--- src/rtl/sp_align_pkg.sv ---
// Shared definitions for the serial-to-parallel comma aligner.
//   state_e          : aligner FSM states (hunt / check / locked)
//   K28_5_RDN/RDP    : K28.5 comma in both running disparities, bit 0 first on the wire
//   CTR_W            : width of the saturating good/err counters (holds 1..15)
//   cnt_w()          : width of the bit-position counter for a given word width
package sp_align_pkg;

  typedef enum logic [1:0] {
    S_HUNT   = 2'd0,
    S_CHECK  = 2'd1,
    S_LOCKED = 2'd2
  } state_e;

  localparam logic [9:0] K28_5_RDN = 10'b0101111100;
  localparam logic [9:0] K28_5_RDP = 10'b1010000011;

  localparam int CTR_W = 4;

  function automatic int cnt_w(input int width);
    return (width > 1) ? $clog2(width) : 1;
  endfunction

endpackage

--- src/rtl/comma_detect.sv ---
// Combinational comma matcher.
//   win     : current WIDTH-bit window of the serial stream
//   pattern : comma pattern in one disparity
//   hit     : window equals the pattern or its complement (either disparity)
module comma_detect #(
  parameter int WIDTH = 10
) (
  input  logic [WIDTH-1:0] win,
  input  logic [WIDTH-1:0] pattern,
  output logic             hit
);

  assign hit = (win == pattern) || (win == ~pattern);

endmodule

--- src/rtl/serial_parallel_align.sv ---
// Serial-to-parallel converter with comma-based word alignment.
// Bits shift in LSB first; a comma found in HUNT fixes the word boundary,
// ACQ_COMMAS boundary-aligned commas declare lock, and MISALIGN_MAX
// consecutive off-boundary commas drop back to HUNT.
//   CLOCK    : single clock, all state on posedge
//   RESET_L  : asynchronous active-low reset
//   IS       : serial input, first bit of a word first
//   OP       : aligned parallel word (registered, holds outside lock)
//   OP_VALID : one-cycle strobe per word boundary while locked
//   IS_COMMA : OP is a comma (either disparity)
//   LOCKED   : high while the FSM is in the locked state
module serial_parallel_align
  import sp_align_pkg::*;
#(
  parameter int               WIDTH        = 10,
  parameter logic [WIDTH-1:0] COMMA        = WIDTH'(K28_5_RDN),
  parameter int               ACQ_COMMAS   = 3,
  parameter int               MISALIGN_MAX = 2
) (
  input  logic             CLOCK,
  input  logic             RESET_L,
  input  logic             IS,
  output logic [WIDTH-1:0] OP,
  output logic             OP_VALID,
  output logic             IS_COMMA,
  output logic             LOCKED
);

  localparam int               CW       = cnt_w(WIDTH);
  localparam logic [CW-1:0]    CNT_LAST = CW'(WIDTH - 1);
  localparam logic [CTR_W-1:0] ACQ_N    = CTR_W'(ACQ_COMMAS);
  localparam logic [CTR_W-1:0] MIS_N    = CTR_W'(MISALIGN_MAX);
  localparam logic [CTR_W-1:0] CTR_MAX  = '1;

  state_e           state_q, state_d;
  logic [WIDTH-1:0] sr_q, sr_d;
  logic [CW-1:0]    cnt_q, cnt_d;
  logic [CTR_W-1:0] good_q, good_d, err_q, err_d;
  logic [CTR_W-1:0] good_inc, err_inc;
  logic [WIDTH-1:0] op_d;
  logic             opv_d, isc_d, lock_d;
  logic             hit, bnd;

  // Detection looks at the window as it will be after this edge's shift.
  assign sr_d = {IS, sr_q[WIDTH-1:1]};

  comma_detect #(.WIDTH(WIDTH)) u_det (
    .win     (sr_d),
    .pattern (COMMA),
    .hit     (hit)
  );

  assign bnd      = (cnt_q == CNT_LAST);
  assign good_inc = (good_q == CTR_MAX) ? good_q : good_q + CTR_W'(1);
  assign err_inc  = (err_q  == CTR_MAX) ? err_q  : err_q  + CTR_W'(1);

  always_comb begin
    state_d = state_q;
    cnt_d   = bnd ? '0 : cnt_q + CW'(1);
    good_d  = good_q;
    err_d   = err_q;
    op_d    = OP;
    opv_d   = 1'b0;
    isc_d   = IS_COMMA;

    unique case (state_q)
      S_HUNT: begin
        if (hit) begin
          cnt_d  = '0;
          good_d = CTR_W'(1);
          if (ACQ_COMMAS == 1) begin
            state_d = S_LOCKED;
            err_d   = '0;
          end else begin
            state_d = S_CHECK;
          end
        end
      end
      S_CHECK: begin
        if (hit) begin
          if (bnd) begin
            good_d = good_inc;
            if (good_inc == ACQ_N) begin
              state_d = S_LOCKED;
              err_d   = '0;
            end
          end else begin
            cnt_d  = '0;
            good_d = CTR_W'(1);
          end
        end
      end
      S_LOCKED: begin
        if (hit) begin
          if (bnd) begin
            err_d = '0;
          end else begin
            err_d = err_inc;
            // Drop to HUNT without realigning; the next hit restarts search.
            if (err_inc == MIS_N) state_d = S_HUNT;
          end
        end
      end
      default: state_d = S_HUNT;
    endcase

    // Emit on every locked boundary, including the one that establishes
    // lock; a direct HUNT->LOCKED hit is itself a forced boundary.
    if (state_d == S_LOCKED && (bnd || state_q == S_HUNT)) begin
      op_d  = sr_d;
      isc_d = hit;
      opv_d = 1'b1;
    end

    lock_d = (state_d == S_LOCKED);
  end

  always_ff @(posedge CLOCK or negedge RESET_L) begin
    if (!RESET_L) begin
      state_q  <= S_HUNT;
      sr_q     <= '0;
      cnt_q    <= '0;
      good_q   <= '0;
      err_q    <= '0;
      OP       <= '0;
      OP_VALID <= 1'b0;
      IS_COMMA <= 1'b0;
      LOCKED   <= 1'b0;
    end else begin
      state_q  <= state_d;
      sr_q     <= sr_d;
      cnt_q    <= cnt_d;
      good_q   <= good_d;
      err_q    <= err_d;
      OP       <= op_d;
      OP_VALID <= opv_d;
      IS_COMMA <= isc_d;
      LOCKED   <= lock_d;
    end
  end

endmodule

--- config.mk ---
export PLATFORM = sky130hd
export DESIGN_NAME = serial_parallel_align
export DESIGN_NICKNAME = d
export VERILOG_FILES = /design/src/rtl/sp_align_pkg.sv /design/src/rtl/comma_detect.sv /design/src/rtl/serial_parallel_align.sv
export SDC_FILE = /design/constraint.sdc
export NUM_CORES = 1
export LEC_CHECK = 0
export CORE_MARGIN = 2
export CORE_UTILIZATION = 60
export CTS_CLUSTER_DIAMETER = 50
export DETAILED_ROUTE_END_ITERATION = 6
export PLACE_DENSITY = 0.81
export SLEW_MARGIN = 20
export SYNTH_ARGS = -nofsm -noshare
export SYNTH_HDL_FRONTEND = slang
export SYNTH_HIERARCHICAL = 1
export SYNTH_SLANG_ARGS = --single-unit
--- constraint.sdc ---
create_clock -name CLOCK -period 4.1 [get_ports CLOCK]
set_clock_uncertainty 0.1 [all_clocks]
set_input_delay 0.615 -clock CLOCK [delete_from_list [all_inputs] [get_ports CLOCK]]
set_output_delay 0.615 -clock CLOCK [all_outputs]
set_load 0.05 [all_outputs]
---- Word-level counts from Yosys, hierarchy flattened ----
Cells that the tools add are included.
Widths: inputs -> output; s select.
cells by class
  equal/unequal tests ..................... 15
  muxes and demuxes ....................... 26
  $add $sub $neg .......................... 3
  reductions and logical operators ........ 8
operator list
  cell                  count
  $mux 4                14
  $pmux 4 s2            3
  $mux 2                7
  $add 4x1->4 const B   3
  $eq 4x4->1 const B    3
  $eq 10x10->1 const B  1
  $eq 10x9->1 const B   1
  $ne 2x2->1 const B    5
  $eq 4x2->1 const B    2
  $pmux 2 s3            1
  $reduce_and 5->1      1
  $eq 2x2->1 const B    2
  $reduce_bool 2->1     2
  $reduce_and 3->1      1
  $eq 2x1->1 const B    1
  $logic_not 2->1       1
  $logic_or 1x1->1      2
  $logic_and 1x1->1     1
  $mux 1                1
storage, ports and cells
  output and inout port bits .............. 13
  flip-flop bits (word level) ............. 37
  input port bits ......................... 3
  logic and storage cells ................. 61

---- Depth between registers and ports, before layout ----
Gate-level depths: netlist of run 1.
  depth after elaboration ................. 10
  gate-level depth with buffers ........... 10
  mapped depth without buffers ............ 8

---- Modules after synthesis ----
Netlist of run 1, hierarchy kept.
by module, submodules not included
  module                 instances  cells an instance  area each (um^2)
  serial_parallel_align  1          128                1589.0
  comma_detect           1          17                 130.1

---- Worst setup path before layout of run 1 ----
Ideal clock, no wire load.
  path type ............................... input -> register
  from .................................... input port IS
  to ...................................... register OP[0]
  setup time .............................. 125 ps
  arrival time ............................ 2608 ps
  stages on the path ...................... 10
  setup slack ............................. 1267 ps
  cells stage by stage .................... xor2_1 -> nand4_1 -> or4_1 -> o21ai_0 -> and2b_1 -> buf_6 -> nand3_2 -> a21oi_2 -> buf_6 -> mux2_4
on the way
  word-level cells in the longest chain between the ends .. 6
  elaborated cells between the ends (all ways) .. 9
  those cells by class .................... eq/ne (3); mux (4); reduce/logical (2)
RTL lines
  what                                         RTL line                                                                               RTL
  start: declaration                           serial_parallel_align.sv:22                                                            input logic IS,
  $eq 10x9->1 or $eq 10x10->1 (tied branches)  comma_detect.sv:13                                                                     assign hit = (win == pattern) || (win == ~pattern);
  $logic_or 1x1->1 (*)                         comma_detect.sv:13
  named net hit                                serial_parallel_align.sv:42                                                            logic hit, bnd;
  $mux 2, on equally long branches             serial_parallel_align.sv:94, serial_parallel_align.sv:68, serial_parallel_align.sv:80
  $pmux 2 s3 (*)                               serial_parallel_align.sv:66                                                            unique case (state_q)
  $eq 2x2->1 (*)                               serial_parallel_align.sv:109                                                           if (state_d == S_LOCKED && (bnd || state_q == S_HUNT)) begin
  $logic_and 1x1->1 (*)                        serial_parallel_align.sv:109
  end signal: assignment                       serial_parallel_align.sv:135                                                           OP <= op_d;
  end: declaration                             serial_parallel_align.sv:23                                                            output logic [WIDTH-1:0] OP,
Mark *: on every way through the listed nets, which the timed path passes. The rest lies on a longest branch.
A chain may end at the register's enable or synchronous reset.

---- Worst setup path in the final report of run 1 ----
  from .................................... input port IS
  to ...................................... register OP[5]
The elaborated chain is that of the path after synthesis.

==> flow_summary.json, run 1 <==
{
  "placed_area_um2": 1931,
  "setup_tns_ns": 0,
  "clock_latency_ns": 0.34,
  "cts_root_buf": "clkbuf_4",
  "netlist_area_um2": 1719,
  "rsz0062_at_grt": "no",
  "yosysWarnings": 6,
  "finalMaxSlewViolations": 0,
  "row_count": 19,
  "worstPathArrival_ns": 3.20,
  "initial_utilization": 0.6288,
  "core_area_um2": 2734,
  "cts_tree": "done",
  "crit_fanout": 11,
  "cp-start-kind": "primary input",
  "ys_seq_area_frac": 0.5240,
  "detail_route.iter0.violations": 34,
  "powerDensity_nw_per_um2": 345.4,
  "drc": 0,
  "wl_per_cell_um": 14.93,
  "drtAntennaViolNets": 0,
  "cts_buffers": 5,
  "track_usage": 0.2113,
  "cp.required_ns": 4.23,
  "cts_sinks": 36,
  "async_flop_share": 1.000,
  "ios": 16,
  "synth-edff-count": 0,
  "portBuffers": 15,
  "fin_ws_ns": 1.024,
  "area_delta_synth_final_pct": 15.72,
  "yosys.area.top_type": "dfrtp_1",
  "synth-seq-cells": 36,
  "grt_max_degree": 37,
  "synth_ff_type": "dfrtp_1",
  "worstSetupEndpointType": "register",
  "dieArea_um2": 3310,
  "die_h_um": 57.53,
  "dp_slack_ns": 0.6904,
  "grt_pass1_vias": 1235,
  "fillers": 190,
  "hold_buffers": 0,
  "clock.fmax_mhz": 325.1,
  "drt-pass1-iter-count": 4,
  "ctsResizeCount": 0,
  "syn_inst": 145,
  "timing.final.crit_share": 0.7501,
  "cap_violations": 0,
  "setup_viol": 0,
  "grt_antenna_before_repair": 0,
  "clockBufferDepth": 2,
  "grt_overflow": 0,
  "synth_area_per_cell_um2": 11.86,
  "irDropWorstVdd_v": 0.0003187,
  "path_class": "in -> reg",
  "num_vias": 1229,
  "hpwl_um": 2174,
  "antennaDiodeCount": 0,
  "nets": 180,
  "design_area_um2": 1989,
  "place_congestion": 0.8727,
  "drive_gt1_frac": 0.1477,
  "grt_pass1_wl_um": 5285,
  "hp-class": "reg -> reg",
  "viasPerCell": 5.937,
  "totalWireLength_um": 3091,
  "fin_crit_ns": 3.076,
  "status": "finished clean",
  "hold_viol": 0,
  "synth_cell_types": 43,
  "synth_top_area_share": 0.5240,
  "die_x_um": 57.53,
  "cts.htree.levels": 2,
  "p_leak_uw": 0.0008534,
  "post_cts_buffers": 0,
  "path_clk_slew_ns": 0.10,
  "synth_area_leaders": "dfrtp_1 (52%), mux2_4 (7.9%), xor2_1 (4.6%)"
}
[synthesized netlist by cell type (3+ instances only)]
cell	instances
nand3_1	4
dfrtp_1	36
nor3_1	4
nand2_1	10
nand2b_1	4
nor2_1	7
o21ai_0	10
nand4_1	5
xnor2_1	3
a21oi_1	3
mux2_4	9
xor2_1	9
[placed cells by master, fill, tap and decap left out, types with 4 or more instances in the layout]
cell	count
mux2_4	9
xor2_1	9
nand2b_1	4
clkbuf_4	5
nor2_1	7
nor3_1	4
o21ai_0	10
conb_1	10
clkdlybuf4s50_1	15
nand2_1	10
nand4_1	5
nand3_1	4
dfrtp_1	36
[sequential cells by signal, summed over array words and instances, names as in the netlist]
signal	count
IS_COMMA	1
LOCKED	1
OP	10
OP_VALID	1
cnt_q	4
err_q	4
good_q	4
sr_q	9
state_q	2
[worst paths after layout]
check / cells past startpoint / end / slack (ns) / start
min in group asynchronous: 2 / OP[9]$_DFFE_PN0P_ / 0.57 / RESET_L
max in group asynchronous: 2 / cnt_q[0]$_DFF_PN0_ / 3.00 / RESET_L
setup / recovery: 10 / OP[5]$_DFFE_PN0P_ / 1.02 / IS
setup reg to reg: 9 / OP[5]$_DFFE_PN0P_ / 1.35 / sr_q[1]$_DFF_PN0_
hold reg to reg: 0 / sr_q[3]$_DFF_PN0_ / 0.33 / sr_q[4]$_DFF_PN0_
hold / removal: 0 / sr_q[3]$_DFF_PN0_ / 0.33 / sr_q[4]$_DFF_PN0_
[through the flow]
step / hold slack (ns) / cells / power (uW) / util
5_1_grt: 0.3512 / 207 / 721.0 / 0.7277
4_1_cts: 0.3304 / 207 / 692.7 / 0.7277
3_3_place_gp: 0.3050 / 199 / 486.9 / 0.7062
6_report: 0.3271 / 207 / 687.1 / 0.7277
3_5_place_dp: 0.3091 / 199 / 494.2 / 0.7062
2_1_floorplan: 0.2194 / 153 / 465.9 / -
[cell families after synthesis]
logic type	Yosys count	share of synthesized area
AOI/OAI and AO/OA	31	0.1266
xor gates and xnor gates	12	0.06114
adders and majority gates	2	0.01455
buffers and inverters	5	0.02184
DFF	36	0.5240
muxes	12	0.09680
other	2	0.004368
and+or+nand+nor	45	0.1507
[critical path: stages]
cell and delay, ns:
clkdlybuf4s50_1 0.52, xor2_1 0.20, nand4_1 0.10, or4_1 0.47, o21ai_0 0.13, and2b_1 0.34, nand3_2 0.11, a21oi_2 0.14
buf_4 0.23, mux2_2 0.35
[per-layer routing]
layer  share of wire  vias to the layer above  GRT usage
li1                -                      579          -
met1            0.42                      599     0.2504
met2            0.51                       43     0.3490
met3           0.052                        8    0.04989
met4           0.022                        0     0.1229
met5               0                        -          0
[report_power, final]
part	leakage (uW)	switching [uW]	total, uW	internal (uW)
Sequential	0.000464	33.6	414	380
Combinational	0.000357	41.0	77.1	36.1
Clock	0.0000326	111	196	84.6
Total	0.000853	186	687	501
[layout make-up]
type	instances	area [um^2]	share of cell area
Sequential cell	36	900.9	0.4528
Tap cell	31	38.79	0.01950
Clock buffer	8	58.81	0.02956
Multi-Input combinational cell	112	810.8	0.4075
Inverter	2	7.507	0.003774
Timing Repair Buffer	18	172.7	0.08679
Power figures use the tool's default switching activity.
==> run 2: changes to the inputs <==
CORE_UTILIZATION = 56   (was 60)
PLACE_DENSITY = 0.76   (was 0.81)
clock period = 3.2 ns   (was 4.1 ns; I/O delays follow)
==> flow_summary.json, run 2 (synthesized netlist as in run 1, its figures left out) <==
{
  "status": "finished clean",
  "num_vias": 1250,
  "rsz0062_at_grt": "no",
  "grt_overflow": 0,
  "routed-wl-met3_um": 185,
  "grt_pass1_vias": 1217,
  "irDropWorstVdd_v": 0.0002769,
  "cp-start-kind": "primary input",
  "finalPower_uw": 935.4,
  "drive_gt1_frac": 0.1629,
  "seqPwrFrac": 0.566,
  "clkPwrFrac": 0.334,
  "finalMaxSlewViolations": 0,
  "antennaDiodeCount": 0,
  "switchingPower_uw": 238.2,
  "regMostFlops": "OP",
  "grt_pass1_wl_um": 5651,
  "post_cts_buffers": 0,
  "largest_reg_flops": 10,
  "dieArea_um2": 3529,
  "path_class": "in -> reg",
  "path_clk_slew_ns": 0.11,
  "initial_utilization": 0.5773,
  "cts.htree.levels": 2,
  "grt_antenna_before_repair": 0,
  "area_delta_synth_final_pct": 17.76,
  "timing.final.crit_share": 0.8446,
  "powerDensity_nw_per_um2": 462.1,
  "intPower_uw": 697.2,
  "final_common_cell": "dfrtp_1",
  "crit_fanout": 5,
  "place_congestion": 0.8627,
  "die_h_um": 59.41,
  "totalWireLength_um": 3382,
  "combPwrFrac": 0.100,
  "detail_route.iter0.violations": 54,
  "setup_tns_ns": 0,
  "row_count": 20,
  "die_x_um": 59.41,
  "cts_tree": "done",
  "cts_sinks": 36,
  "core_area_um2": 2978,
  "hold_buffers": 0,
  "worstPathArrival_ns": 2.85,
  "track_usage": 0.2225,
  "clock.fmax_mhz": 370.0,
  "place_inst": 203,
  "nets": 182,
  "grt_max_degree": 37,
  "switching_share": 0.2546,
  "hpwl_um": 2318,
  "clock_latency_ns": 0.35,
  "cts_buffers": 5,
  "m1WireLength_um": 1393,
  "top_layer": "met4",
  "drc": 0,
  "clockBufferDepth": 2,
  "reg_top3": "OP x10, sr_q x9",
  "viasPerCell": 5.924,
  "hold_viol": 0,
  "p_leak_uw": 0.0008740,
  "cap_violations": 0,
  "ios": 16,
  "cts_root_buf": "clkbuf_4",
  "setup_viol": 0,
  "cp.required_ns": 3.34,
  "wl_per_cell_um": 16.03,
  "fin_crit_ns": 2.703,
  "ctsResizeCount": 0,
  "portBuffers": 15,
  "hp-class": "reg -> reg",
  "wl_met2_um": 1741,
  "worstSetupEndpointType": "register",
  "layout_common_cells": "dfrtp_1 (36), clkdlybuf4s50_1 (15), o21ai_0 (10), nand2_1 (10), conb_1 (10)",
  "layoutNonFillerInstCount": 211,
  "drtAntennaViolNets": 0,
  "drt-pass1-iter-count": 4
}
## run 2: changes by cell type in the layout (fill, tap and decap cells not counted)
| cell | previous run | this run |
|---|---|---|
| clkinv_2 | 0 | 1 |
| clkbuf_8 | 1 | 0 |
| bufinv_16 | 0 | 1 |
| clkbuf_1 | 2 | 1 |
| buf_4 | 3 | 5 |
## run 2: metrics by stage
stage | util | setup WS [ns] | hold slack [ns] | instance area (um^2)
after floorplan | - | 0.5023 | 0.08441 | 1749
after global routing | 0.6798 | 0.3630 | 0.3498 | 2024
after global placement | 0.6542 | 0.1895 | 0.3058 | 1948
after CTS | 0.6798 | 0.5151 | 0.3378 | 2024
final | 0.6798 | 0.4972 | 0.3377 | 2024
after detailed placement | 0.6542 | 0.1320 | 0.3089 | 1948
## run 2: area by class of cell
cell class	count	area, um^2
clock inverter	2	35.03
fill	229	953.4
sequential	36	900.9
multi-input combinational	112	810.8
tap	33	41.29
timing repair buffer	20	187.7
inverter	2	7.507
clock buffer	6	41.29
## run 2: critical path, stage by stage
cell	delay (ns)
clkdlybuf4s50_1	0.52
xor2_1	0.20
nand4_1	0.10
or4_1	0.46
o21ai_0	0.11
and2b_1	0.19
nand3_2	0.09
a21oi_2	0.17
buf_4	0.18
mux2_2	0.35
## run 2: power by group through the flow
stage	Sequential, uW	Clock, uW	Combinational (uW)
6_report	529	312	93.8
5_1_grt	536	338	107
4_1_cts	529	325	94.8
3_5_place_dp	537	0	94.5
3_3_place_gp	534	0	89.6
2_1_floorplan	529	0	67.6
## run 2: final timing paths
check                      cells after the start         startpoint                 end  slack (ns)
max in group asynchronous                      2            RESET_L  cnt_q[2]$_DFF_PN0_        2.25
min in group asynchronous                      2            RESET_L   OP[0]$_DFFE_PN0P_        0.44
max reg2reg                                    9  sr_q[7]$_DFF_PN0_   OP[5]$_DFFE_PN0P_        0.72
min                                            0  sr_q[9]$_DFF_PN0_   sr_q[8]$_DFF_PN0_        0.34
min reg2reg                                    0  sr_q[9]$_DFF_PN0_   sr_q[8]$_DFF_PN0_        0.34
max                                           10                 IS   OP[5]$_DFFE_PN0P_        0.50
## run 2: metal layers
layer  global-route usage  vias up
met5                    0        -
met4              0.09740        0
met3              0.07860        6
met2               0.3705       38
met1               0.2563      623
li1                     -      583
